**src/rtl/eq_pkg.sv**
```systemverilog
// eq_pkg: shared constants and types for the equalizer gain path.
//   NUM_BANDS   - number of gain bands (one writable register each)
//   GAIN_W      - gain register width, also the SPI byte width
//   REG_ADDR_W  - register-map address width
//   spi_state_e - SPI frame FSM states
package eq_pkg;

  localparam int unsigned NUM_BANDS  = 10;
  localparam int unsigned GAIN_W     = 8;
  localparam int unsigned REG_ADDR_W = 8;

  typedef enum logic [1:0] {
    StIdle,
    StAddr,
    StData,
    StWaitEnd
  } spi_state_e;

endpackage

```
**src/rtl/sync_2ff.sv**
```systemverilog
// sync_2ff: 1-bit two-flop synchronizer with async active-low reset.
//   clk   - destination clock
//   rst_n - asynchronous active-low reset
//   d     - asynchronous input
//   q     - synchronized output (ResetVal while in reset)
module sync_2ff #(
  parameter logic ResetVal = 1'b0
) (
  input  logic clk,
  input  logic rst_n,
  input  logic d,
  output logic q
);

  logic ff1_q, ff2_q;

  always_ff @(posedge clk or negedge rst_n) begin
    if (!rst_n) begin
      ff1_q <= ResetVal;
      ff2_q <= ResetVal;
    end else begin
      ff1_q <= d;
      ff2_q <= ff1_q;
    end
  end

  assign q = ff2_q;

endmodule

```
**src/rtl/spi_gain_loader.sv**
```systemverilog
// spi_gain_loader: SPI mode-0 slave that turns (address, data) frames into single-cycle
// register-map write strobes, all in the clk domain.
//   clk, rst_n          - system clock, async active-low reset
//   sclk, cs_n, mosi    - raw SPI pins (asynchronous to clk)
//   we, addr, data_out  - write strobe; addr/data_out hold between writes
//   addr_err            - one-cycle pulse for a data byte aimed at addr >= NUM_REGS
//   busy                - FSM not idle
// Build option: define SPI_AUTOINC_EN for burst writes with an auto-incrementing address.
module spi_gain_loader
  import eq_pkg::*;
#(
  parameter int unsigned NUM_REGS = NUM_BANDS,
  parameter int unsigned ADDR_W   = REG_ADDR_W,
  parameter int unsigned DATA_W   = GAIN_W
) (
  input  logic              clk,
  input  logic              rst_n,
  input  logic              sclk,
  input  logic              cs_n,
  input  logic              mosi,
  output logic              we,
  output logic [ADDR_W-1:0] addr,
  output logic [DATA_W-1:0] data_out,
  output logic              addr_err,
  output logic              busy
);

  localparam int unsigned     CntW    = (DATA_W > 1) ? $clog2(DATA_W) : 1;
  localparam logic [CntW-1:0] LastBit = CntW'(DATA_W - 1);

  logic sclk_s, cs_n_s, mosi_s;

  sync_2ff #(.ResetVal(1'b0)) u_sync_sclk (.clk(clk), .rst_n(rst_n), .d(sclk), .q(sclk_s));
  sync_2ff #(.ResetVal(1'b1)) u_sync_cs_n (.clk(clk), .rst_n(rst_n), .d(cs_n), .q(cs_n_s));
  sync_2ff #(.ResetVal(1'b0)) u_sync_mosi (.clk(clk), .rst_n(rst_n), .d(mosi), .q(mosi_s));

  // Edge detection. Edges are ignored until the synchronizers and the history flops hold
  // real pin samples, so a cs_n already low at reset release never looks like a fall.
  logic       sclk_prev_q, cs_n_prev_q;
  logic [1:0] arm_q;
  logic       armed;
  logic       sclk_rise_q, cs_fall_q, cs_rise_q, bit_q;

  assign armed = (arm_q == 2'd3);

  always_ff @(posedge clk or negedge rst_n) begin
    if (!rst_n) begin
      sclk_prev_q <= 1'b0;
      cs_n_prev_q <= 1'b1;
      arm_q       <= 2'd0;
      sclk_rise_q <= 1'b0;
      cs_fall_q   <= 1'b0;
      cs_rise_q   <= 1'b0;
      bit_q       <= 1'b0;
    end else begin
      sclk_prev_q <= sclk_s;
      cs_n_prev_q <= cs_n_s;
      if (!armed) arm_q <= arm_q + 2'd1;
      sclk_rise_q <= armed & sclk_s & ~sclk_prev_q;
      cs_fall_q   <= armed & cs_n_prev_q & ~cs_n_s;
      cs_rise_q   <= armed & ~cs_n_prev_q & cs_n_s;
      bit_q       <= mosi_s;
    end
  end

  // Frame FSM and registered outputs.
  spi_state_e        state_q, state_d;
  logic [CntW-1:0]   cnt_q, cnt_d;
  logic [DATA_W-2:0] shift_q, shift_d;
  logic [ADDR_W-1:0] addr_int_q, addr_int_d;
  logic [ADDR_W-1:0] addr_q, addr_d;
  logic [DATA_W-1:0] data_q, data_d;
  logic              we_q, we_d, err_q, err_d;
  logic [DATA_W-1:0] byte_val;
  logic              byte_done, in_range;

  assign byte_val  = {shift_q, bit_q};
  assign byte_done = sclk_rise_q && (cnt_q == LastBit);
  assign in_range  = (32'(addr_int_q) < NUM_REGS);

  always_comb begin
    state_d    = state_q;
    cnt_d      = cnt_q;
    shift_d    = shift_q;
    addr_int_d = addr_int_q;
    addr_d     = addr_q;
    data_d     = data_q;
    we_d       = 1'b0;
    err_d      = 1'b0;

    if ((state_q == StAddr || state_q == StData) && sclk_rise_q) begin
      shift_d = byte_val[DATA_W-2:0];
      cnt_d   = byte_done ? '0 : cnt_q + CntW'(1);
    end

    unique case (state_q)
      StIdle: begin
        if (cs_fall_q) begin
          state_d = StAddr;
          cnt_d   = '0;
        end
      end
      StAddr: begin
        if (byte_done) begin
          addr_int_d = ADDR_W'(byte_val);
          state_d    = StData;
        end
      end
      StData: begin
        if (byte_done) begin
          if (in_range) begin
            we_d   = 1'b1;
            addr_d = addr_int_q;
            data_d = byte_val;
          end else begin
            err_d = 1'b1;
          end
`ifdef SPI_AUTOINC_EN
          addr_int_d = addr_int_q + ADDR_W'(1);
`else
          state_d = StWaitEnd;
`endif
        end
      end
      StWaitEnd: ;
      default: state_d = StIdle;
    endcase

    // cs_n rise wins over everything except a byte completing in the same cycle.
    if (cs_rise_q) begin
      state_d = StIdle;
      cnt_d   = '0;
    end
  end

  always_ff @(posedge clk or negedge rst_n) begin
    if (!rst_n) begin
      state_q    <= StIdle;
      cnt_q      <= '0;
      shift_q    <= '0;
      addr_int_q <= '0;
      addr_q     <= '0;
      data_q     <= '0;
      we_q       <= 1'b0;
      err_q      <= 1'b0;
    end else begin
      state_q    <= state_d;
      cnt_q      <= cnt_d;
      shift_q    <= shift_d;
      addr_int_q <= addr_int_d;
      addr_q     <= addr_d;
      data_q     <= data_d;
      we_q       <= we_d;
      err_q      <= err_d;
    end
  end

  assign we       = we_q;
  assign addr     = addr_q;
  assign data_out = data_q;
  assign addr_err = err_q;
  assign busy     = (state_q != StIdle);

endmodule

```
**config.mk**
```make
export PLATFORM = sky130hd
export DESIGN_NAME = spi_gain_loader
export DESIGN_NICKNAME = d
export VERILOG_FILES = /design/src/rtl/eq_pkg.sv /design/src/rtl/sync_2ff.sv /design/src/rtl/spi_gain_loader.sv
export SDC_FILE = /design/constraint.sdc
export NUM_CORES = 1
export LEC_CHECK = 0
export CAP_MARGIN = 20
export CORE_MARGIN = 10
export CORE_UTILIZATION = 51
export CTS_BUF_LIST = sky130_fd_sc_hd__clkbuf_2
export DETAILED_ROUTE_END_ITERATION = 10
export PLACE_DENSITY = 0.88
export REMOVE_ABC_BUFFERS = 1
export SLEW_MARGIN = 20
export SYNTH_ARGS = -nofsm -noshare
export SYNTH_HDL_FRONTEND = slang
export SYNTH_SLANG_ARGS = --single-unit
```
**constraint.sdc**
```tcl
create_clock -name clk -period 1.57 [get_ports clk]
set_input_delay 0.157 -clock clk [delete_from_list [all_inputs] [get_ports clk]]
set_output_delay 0.157 -clock clk [all_outputs]
set_load 0.02 [all_outputs]
```
==> impl_metrics.py, run 1 <==
metrics = {
    "placed_design": {
        "post_dp_cell_area_mm2": 0.00237,
        "dp.cells": 208,
        "dp_slack_ns": -0.139,
        "io_buffers": 23,
        "dp_hpwl_um": 2680,
        "gp_congestion": 0.797,
    },
    "synth": {
        "ys.flop_type": "dfrtp_1",
        "ys_seq_area_share_pct": 65.6,
        "synth_cells": 128,
        "synth_edf_count": 0,
        "synth_seq_cells": 52,
        "syn_area_mm2": 0.00199,
        "syn_area_per_cell_um2": 15.5,
        "yosysWarnings": 0,
        "async_flop_share_pct": 100,
        "synth_cell_types": 26,
    },
    "global_routing": {
        "grt_pass1_wl_um": 6770,
        "grt_overflow": 0,
        "track_usage_pct": 13.1,
        "first_global_vias": 1358,
        "grt_max_degree": 26,
        "grt_antenna_before_repair": 0,
    },
    "clock_tree": {
        "cts.sinks": 52,
        "clock_latency_ns": 0.43,
        "cts_htree_levels": 2,
        "root_buffer": "clkbuf_2",
        "cts_tree": "done",
        "clk_pin_slew_worst_paths_ns": 0.24,
        "clockBufferDepth": 2,
        "cts_buffers": 5,
    },
    "sta": {
        "skew_ns": 0.0273,
        "rsz0062_at_grt": "yes",
        "max_freq_mhz": 625,
        "finalSetupViolCount": 4,
        "slew-limit-headroom_pct": 73.3,
        "worstMarginPinSlew_ns": 0.397,
        "setup_tns_ns": -0.0677,
        "slew_viol_final": 0,
        "fin_ws_ns": -0.0294,
        "hold_viol_final": 0,
        "finalCritPeriodShare_pct": 102,
        "fin_crit_ns": 1.60,
    },
    "critical_path": {
        "required_ns": 1.89,
        "crit_start": "cnt_q[1]",
        "crit_arrival_ns": 1.92,
        "reg2reg_setup_slack_ns": -0.03,
        "end_kind": "flip-flop",
        "critPathMaxStageDelay_ns": 0.43,
        "rr_worst_depth": 5,
        "critPathSlowestCell": "dfrtp_1",
        "crit_chain": "ha_2 > ha_4 > nand3_4 > nand3b_4 > mux2_4",
        "r2r-start": "cnt_q[1]",
        "timing_worst_setup_path_type": "flip-flop to flip-flop",
        "critPathLaunchType": "flip-flop",
        "cp_max_fo": 7,
        "timing.rr.end": "data_out[1]",
    },
    "outcome": {
        "run_status": "finished, violations left",
        "violations": "setup timing",
    },
    "layout": {
        "layout-drive-gt1-share_pct": 43.8,
        "fin_util_pct": 71.3,
        "fin_cells": 226,
        "final_common_cell": "dfrtp_1",
        "nets": 188,
        "final_cell_mix": "49 x dfrtp_1, 22 x mux2_2, 18 x dlygate4sd2_1, 14 x buf_4, 7 x mux2_4",
        "antenna_cells": 0,
        "fill_cells": 256,
        "final_area_mm2": 0.00265,
        "area_delta_synth_final_pct": 33.2,
    },
    "job": {
        "drv_cap": 0,
    },
    "floorplanning": {
        "rows": 22,
        "die_h_um": 82.4,
        "ioPinCount": 24,
        "core-area_mm2": 0.00372,
        "start_util_pct": 53.5,
        "die_w_um": 82.4,
        "die_area_mm2": 0.00680,
    },
    "power_and_ir_drop": {
        "power_density_mw_per_mm2": 1260,
        "ir_drop_mv": 0.729,
        "leakagePower_nw": 1.39,
    },
    "route": {
        "routed_wirelength_um": 4170,
        "via_per_inst": 5.33,
        "first_iter_violations": 57,
        "vias": 1205,
        "route.detailed.wl_per_inst_um": 18.4,
        "route.detailed.drc": 0,
        "drtAntennaViolNets": 0,
        "first_pass_iters": 4,
    },
    "min_path": {
        "hold_end": "u_sync_cs_n.ff1_q",
        "worstHoldPathType": "input port to flip-flop",
        "worstHoldStart": "cs_n",
        "whs_path_depth": 1,
    },
}
logic make-up (layout without fill, tap and decap cells):
kind of cell / count (synthesis) / after routing / share of synthesized area (%)
mux: 30 / 30 / 17.9
flops: 52 / 52 / 65.6
fa+ha+maj: 6 / 6 / 3.78
xor+xnor: 1 / 1 / 0.441
buf+inv: 6 / 55 / 1.51
compound gates: 7 / 7 / 2.08
simple gates: 26 / 27 / 8.68
Yosys cell counts (all sizes together) (2+ instances only):
| cell | number | area [µm²] |
|---|---|---|
| dfrtp | 49 | 1230 |
| mux2 | 29 | 345 |
| ha | 6 | 75.1 |
| nand2 | 5 | 18.8 |
| a21oi | 4 | 20.0 |
| and2 | 4 | 25.0 |
| inv | 4 | 15.0 |
| dfstp | 3 | 78.8 |
| nand3 | 3 | 15.0 |
| nor2 | 3 | 11.3 |
| and3b | 2 | 17.5 |
| nand2b | 2 | 12.5 |
| nor3 | 2 | 10.0 |
power breakdown:
group	internal [W]	switching, W	leakage [nW]	total, W
registers	0.00147	0.000126	0.678	0.00160
clock network	0.000435	0.000398	0.0532	0.000833
logic	0.000506	0.000391	0.655	0.000896
how the worst max path moves through the flow:
stage | end | depth (start not counted)
global route | data_out[1] | 4
finish | data_out[1] | 5
floorplan | addr[0] | 5
detailed placement | addr[2] | 5
global placement | data_out[4] | 5
CTS | state_q[0] | 5
layout make-up:
cell class              count  area (µm²)  area share, %
clock buffers               6        30.0           1.13
multi-input cells          71         786           29.7
well taps                  48        60.1           2.27
clock inverters             2        60.1           2.27
inverters                   4        15.0          0.567
repair buffers             43         393           14.8
flip-flops and latches     52        1310           49.3
metal layers:
| layer | GRT usage (%) | share of wire, % | vias to the layer above |
|---|---|---|---|
| met5 | 0 | 0 | - |
| met4 | 4.25 | 1.1 | 0 |
| met3 | 4.75 | 5.9 | 7 |
| met2 | 22.4 | 53 | 35 |
| met1 | 14.8 | 40 | 621 |
| li1 | - | - | 542 |
timing repair:
action,in CTS,in global routing
endpoints found under the setup margin,45,19
buffers inserted,5,3
hold buffers,1,0
endpoints found under the hold margin,27,0
gates cloned,1,0
pin swaps,3,7
resized for setup,35,16
through the flow:
| stage | total power [W] | hold slack (ns) |
|---|---|---|
| 3_5_place_dp | 0.00219 | 0.105 |
| 6_report | 0.00333 | 0.121 |
| 3_3_place_gp | 0.00212 | 0.0931 |
| 5_1_grt | 0.00349 | 0.0605 |
| 4_1_cts | 0.00314 | 0.0917 |
| 2_1_floorplan | 0.00191 | -0.139 |
state kept, by name, indices dropped and copies added (netlist names), 2 cells and up:
name	cells
addr	8
addr_int_q	8
data_out	8
shift_q	7
cnt_q	3
arm_q	2
state_q	2
worst max-delay path, delay by kind of cell (launching register included):
family,cells,cell delay [ns]
DFF,1,0.43
muxes,1,0.34
and+or+nand+nor,2,0.34
adders and majority gates,2,0.39
(Power assumes the default switching activity.)
==> run 2: changes to the inputs <==
--- a/config.mk
+++ b/config.mk
@@ -7,12 +7,11 @@
 export LEC_CHECK = 0
 export CAP_MARGIN = 20
 export CORE_MARGIN = 10
-export CORE_UTILIZATION = 51
+export CORE_UTILIZATION = 40
 export CTS_BUF_LIST = sky130_fd_sc_hd__clkbuf_2
 export DETAILED_ROUTE_END_ITERATION = 10
-export PLACE_DENSITY = 0.88
+export PLACE_DENSITY = 0.74
 export REMOVE_ABC_BUFFERS = 1
-export SLEW_MARGIN = 20
 export SYNTH_ARGS = -nofsm -noshare
 export SYNTH_HDL_FRONTEND = slang
 export SYNTH_SLANG_ARGS = --single-unit
==> run 2 against run 1 <==
The flow now finishes without violations. Highest routed layer unchanged. Sequential power about the same. Power down 15%. Sequential share of layout area up 1.4 points.
==> impl_metrics.py, run 2 (synthesized netlist as in run 1, its figures left out) <==
metrics = {
    "sta": {
        "worstMarginPinSlew_ns": 0.424,
        "setup_tns_ns": 0,
        "skew_ns": 0.0231,
        "hold_viol_final": 0,
        "finalCritPeriodShare_pct": 99.3,
        "finalSetupViolCount": 0,
        "slew-limit-headroom_pct": 71.7,
        "fin_crit_ns": 1.56,
        "max_freq_mhz": 641,
        "slew_viol_final": 0,
        "rsz0062_at_grt": "yes",
    },
    "route": {
        "drtAntennaViolNets": 0,
        "route.detailed.wl_per_inst_um": 15.1,
        "route.detailed.drc": 0,
        "routed_wirelength_um": 3630,
        "vias": 1151,
        "first_iter_violations": 74,
        "first_pass_iters": 4,
        "via_per_inst": 4.78,
    },
    "critical_path": {
        "crit_chain": "ha_2 > ha_4 > nand3_4 > nand3b_4 > mux2_4",
        "crit_arrival_ns": 1.88,
        "critPathMaxStageDelay_ns": 0.43,
        "critPathSlowestCell": "dfrtp_1",
        "critPathLaunchType": "flip-flop",
        "reg2reg_setup_slack_ns": 0.01,
        "end_kind": "flip-flop",
        "crit_family": "flip-flops",
        "crit_buf_inv": 0,
        "required_ns": 1.89,
        "timing.rr.end": "addr[0]",
        "rr_worst_depth": 5,
        "timing_worst_setup_path_type": "flip-flop to flip-flop",
        "cp_max_fo": 7,
        "r2r-start": "cnt_q[0]",
    },
    "clock_tree": {
        "clockBufferDepth": 2,
        "clock_latency_ns": 0.42,
        "cts_buffers": 5,
        "clk_pin_slew_worst_paths_ns": 0.23,
        "cts.sinks": 52,
        "cts_tree": "done",
        "root_buffer": "clkbuf_2",
        "cts_htree_levels": 2,
    },
    "layout": {
        "fin_cells": 241,
        "fin_util_pct": 53.8,
        "fill_cells": 395,
        "layout-drive-gt1-share_pct": 41.4,
        "nets": 184,
        "final_common_cell": "dfrtp_1",
        "antenna_cells": 0,
        "area_delta_synth_final_pct": 29.5,
        "final_cell_mix": "49 x dfrtp_1, 19 x mux2_2, 18 x dlygate4sd2_1, 12 x buf_4, 10 x mux2_4",
    },
    "global_routing": {
        "first_global_vias": 1273,
        "grt_overflow": 0,
        "grt_max_degree": 36,
        "grt_antenna_before_repair": 0,
        "grt_pass1_wl_um": 6310,
        "track_usage_pct": 9.45,
    },
    "floorplanning": {
        "die_w_um": 90.5,
        "start_util_pct": 41.5,
        "die_area_mm2": 0.00819,
        "ioPinCount": 24,
        "core-area_mm2": 0.00479,
        "die_h_um": 90.5,
        "rows": 25,
    },
    "placed_design": {
        "io_buffers": 23,
        "gp_congestion": 0.688,
        "dp_hpwl_um": 2440,
        "dp.cells": 224,
    },
    "min_path": {
        "whs_path_depth": 1,
        "worstHoldPathType": "input port to flip-flop",
        "hold_end": "u_sync_cs_n.ff1_q",
        "worstHoldStart": "cs_n",
    },
    "outcome": {
        "run_status": "complete, no violations",
    },
    "power_and_ir_drop": {
        "p_sw_w": 0.000820,
        "leakagePower_nw": 1.35,
        "p_int_w": 0.00200,
        "power_density_mw_per_mm2": 1100,
        "ir_drop_mv": 0.601,
        "seqPwrFrac_pct": 56.3,
        "p_sw_share_pct": 29.1,
        "combinationalPowerShare_pct": 25.8,
        "clockPowerShare_pct": 18.0,
    },
    "job": {
        "drv_cap": 0,
    },
}
-- run 2: cell types whose count changed in the layout (fill, tap and decap cells not counted), sizes merged --
| cell | previous run | this run |
|---|---|---|
| buf | 21 | 17 |
| bufinv | 2 | 0 |
| clkinv | 0 | 1 |
| clkinvlp | 0 | 1 |
-- run 2: how the worst max path moves through the flow --
stage	startpoint	cells past startpoint	to
floorplan	cnt_q[0]	5	addr[0]
global placement	cnt_q[0]	5	data_out[5]
CTS	cnt_q[0]	5	data_out[7]
detailed placement	cnt_q[0]	5	data_out[4]
global route	cnt_q[0]	5	data_out[5]
finish	cnt_q[0]	5	addr[0]
-- run 2: cell type report --
class / count / area [µm²] / area share [%]
timing repair buffer: 39 / 355 / 13.8
clock inverter: 2 / 12.5 / 0.486
clock buffer: 6 / 30.0 / 1.17
sequential: 52 / 1310 / 50.7
inverter: 4 / 15.0 / 0.583
multi-input combinational: 71 / 772 / 30.0
tap: 67 / 83.8 / 3.26
-- run 2: layer usage --
| metal | global-route usage [%] | up-vias | wire [µm] |
|---|---|---|---|
| li1 | - | 536 | - |
| met1 | 11.1 | 575 | 1610 |
| met2 | 14.8 | 34 | 1760 |
| met3 | 3.41 | 6 | 197 |
| met4 | 4.64 | 0 | 60 |
| met5 | 0 | - | 0 |
-- run 2: repair_timing --
action	CTS	global route
hold buffers	1	0
gates resized for setup	35	13
endpoints found under the hold margin	52	0
gates cloned	1	0
pin swaps	3	5
buffers inserted	4	4
setup endpoints to repair	41	24
-- run 2: per-stage QoR --
step	hold WS, ns	setup slack, ns	cell area, µm²	total power [W]
global route	0.0548	-0.0392	2570	0.00302
finish	0.115	0.0106	2570	0.00282
floorplan	-0.139	0.000966	1970	0.00191
detailed placement	0.122	-0.115	2370	0.00213
CTS	0.0929	-0.00565	2480	0.00270
global placement	0.112	-0.0415	2370	0.00208
-- run 2: power by group through the flow --
stage	Clock, W	Sequential (W)	Combinational [W]
3_3_place_gp	0	0.00159	0.000486
4_1_cts	0.000533	0.00159	0.000585
3_5_place_dp	0	0.00161	0.000518
6_report	0.000506	0.00159	0.000727
2_1_floorplan	0	0.00157	0.000338
5_1_grt	0.000602	0.00161	0.000808
==> run 3: changes to the inputs <==
--- a/config.mk
+++ b/config.mk
@@ -10,6 +10,7 @@
 export CORE_UTILIZATION = 40
 export CTS_BUF_LIST = sky130_fd_sc_hd__clkbuf_2
 export DETAILED_ROUTE_END_ITERATION = 10
+export GPL_TIMING_DRIVEN = 1
 export PLACE_DENSITY = 0.74
 export REMOVE_ABC_BUFFERS = 1
 export SYNTH_ARGS = -nofsm -noshare
==> results of run 3 <==
The final DEF is identical to that of run 2; final timing and power are the same.
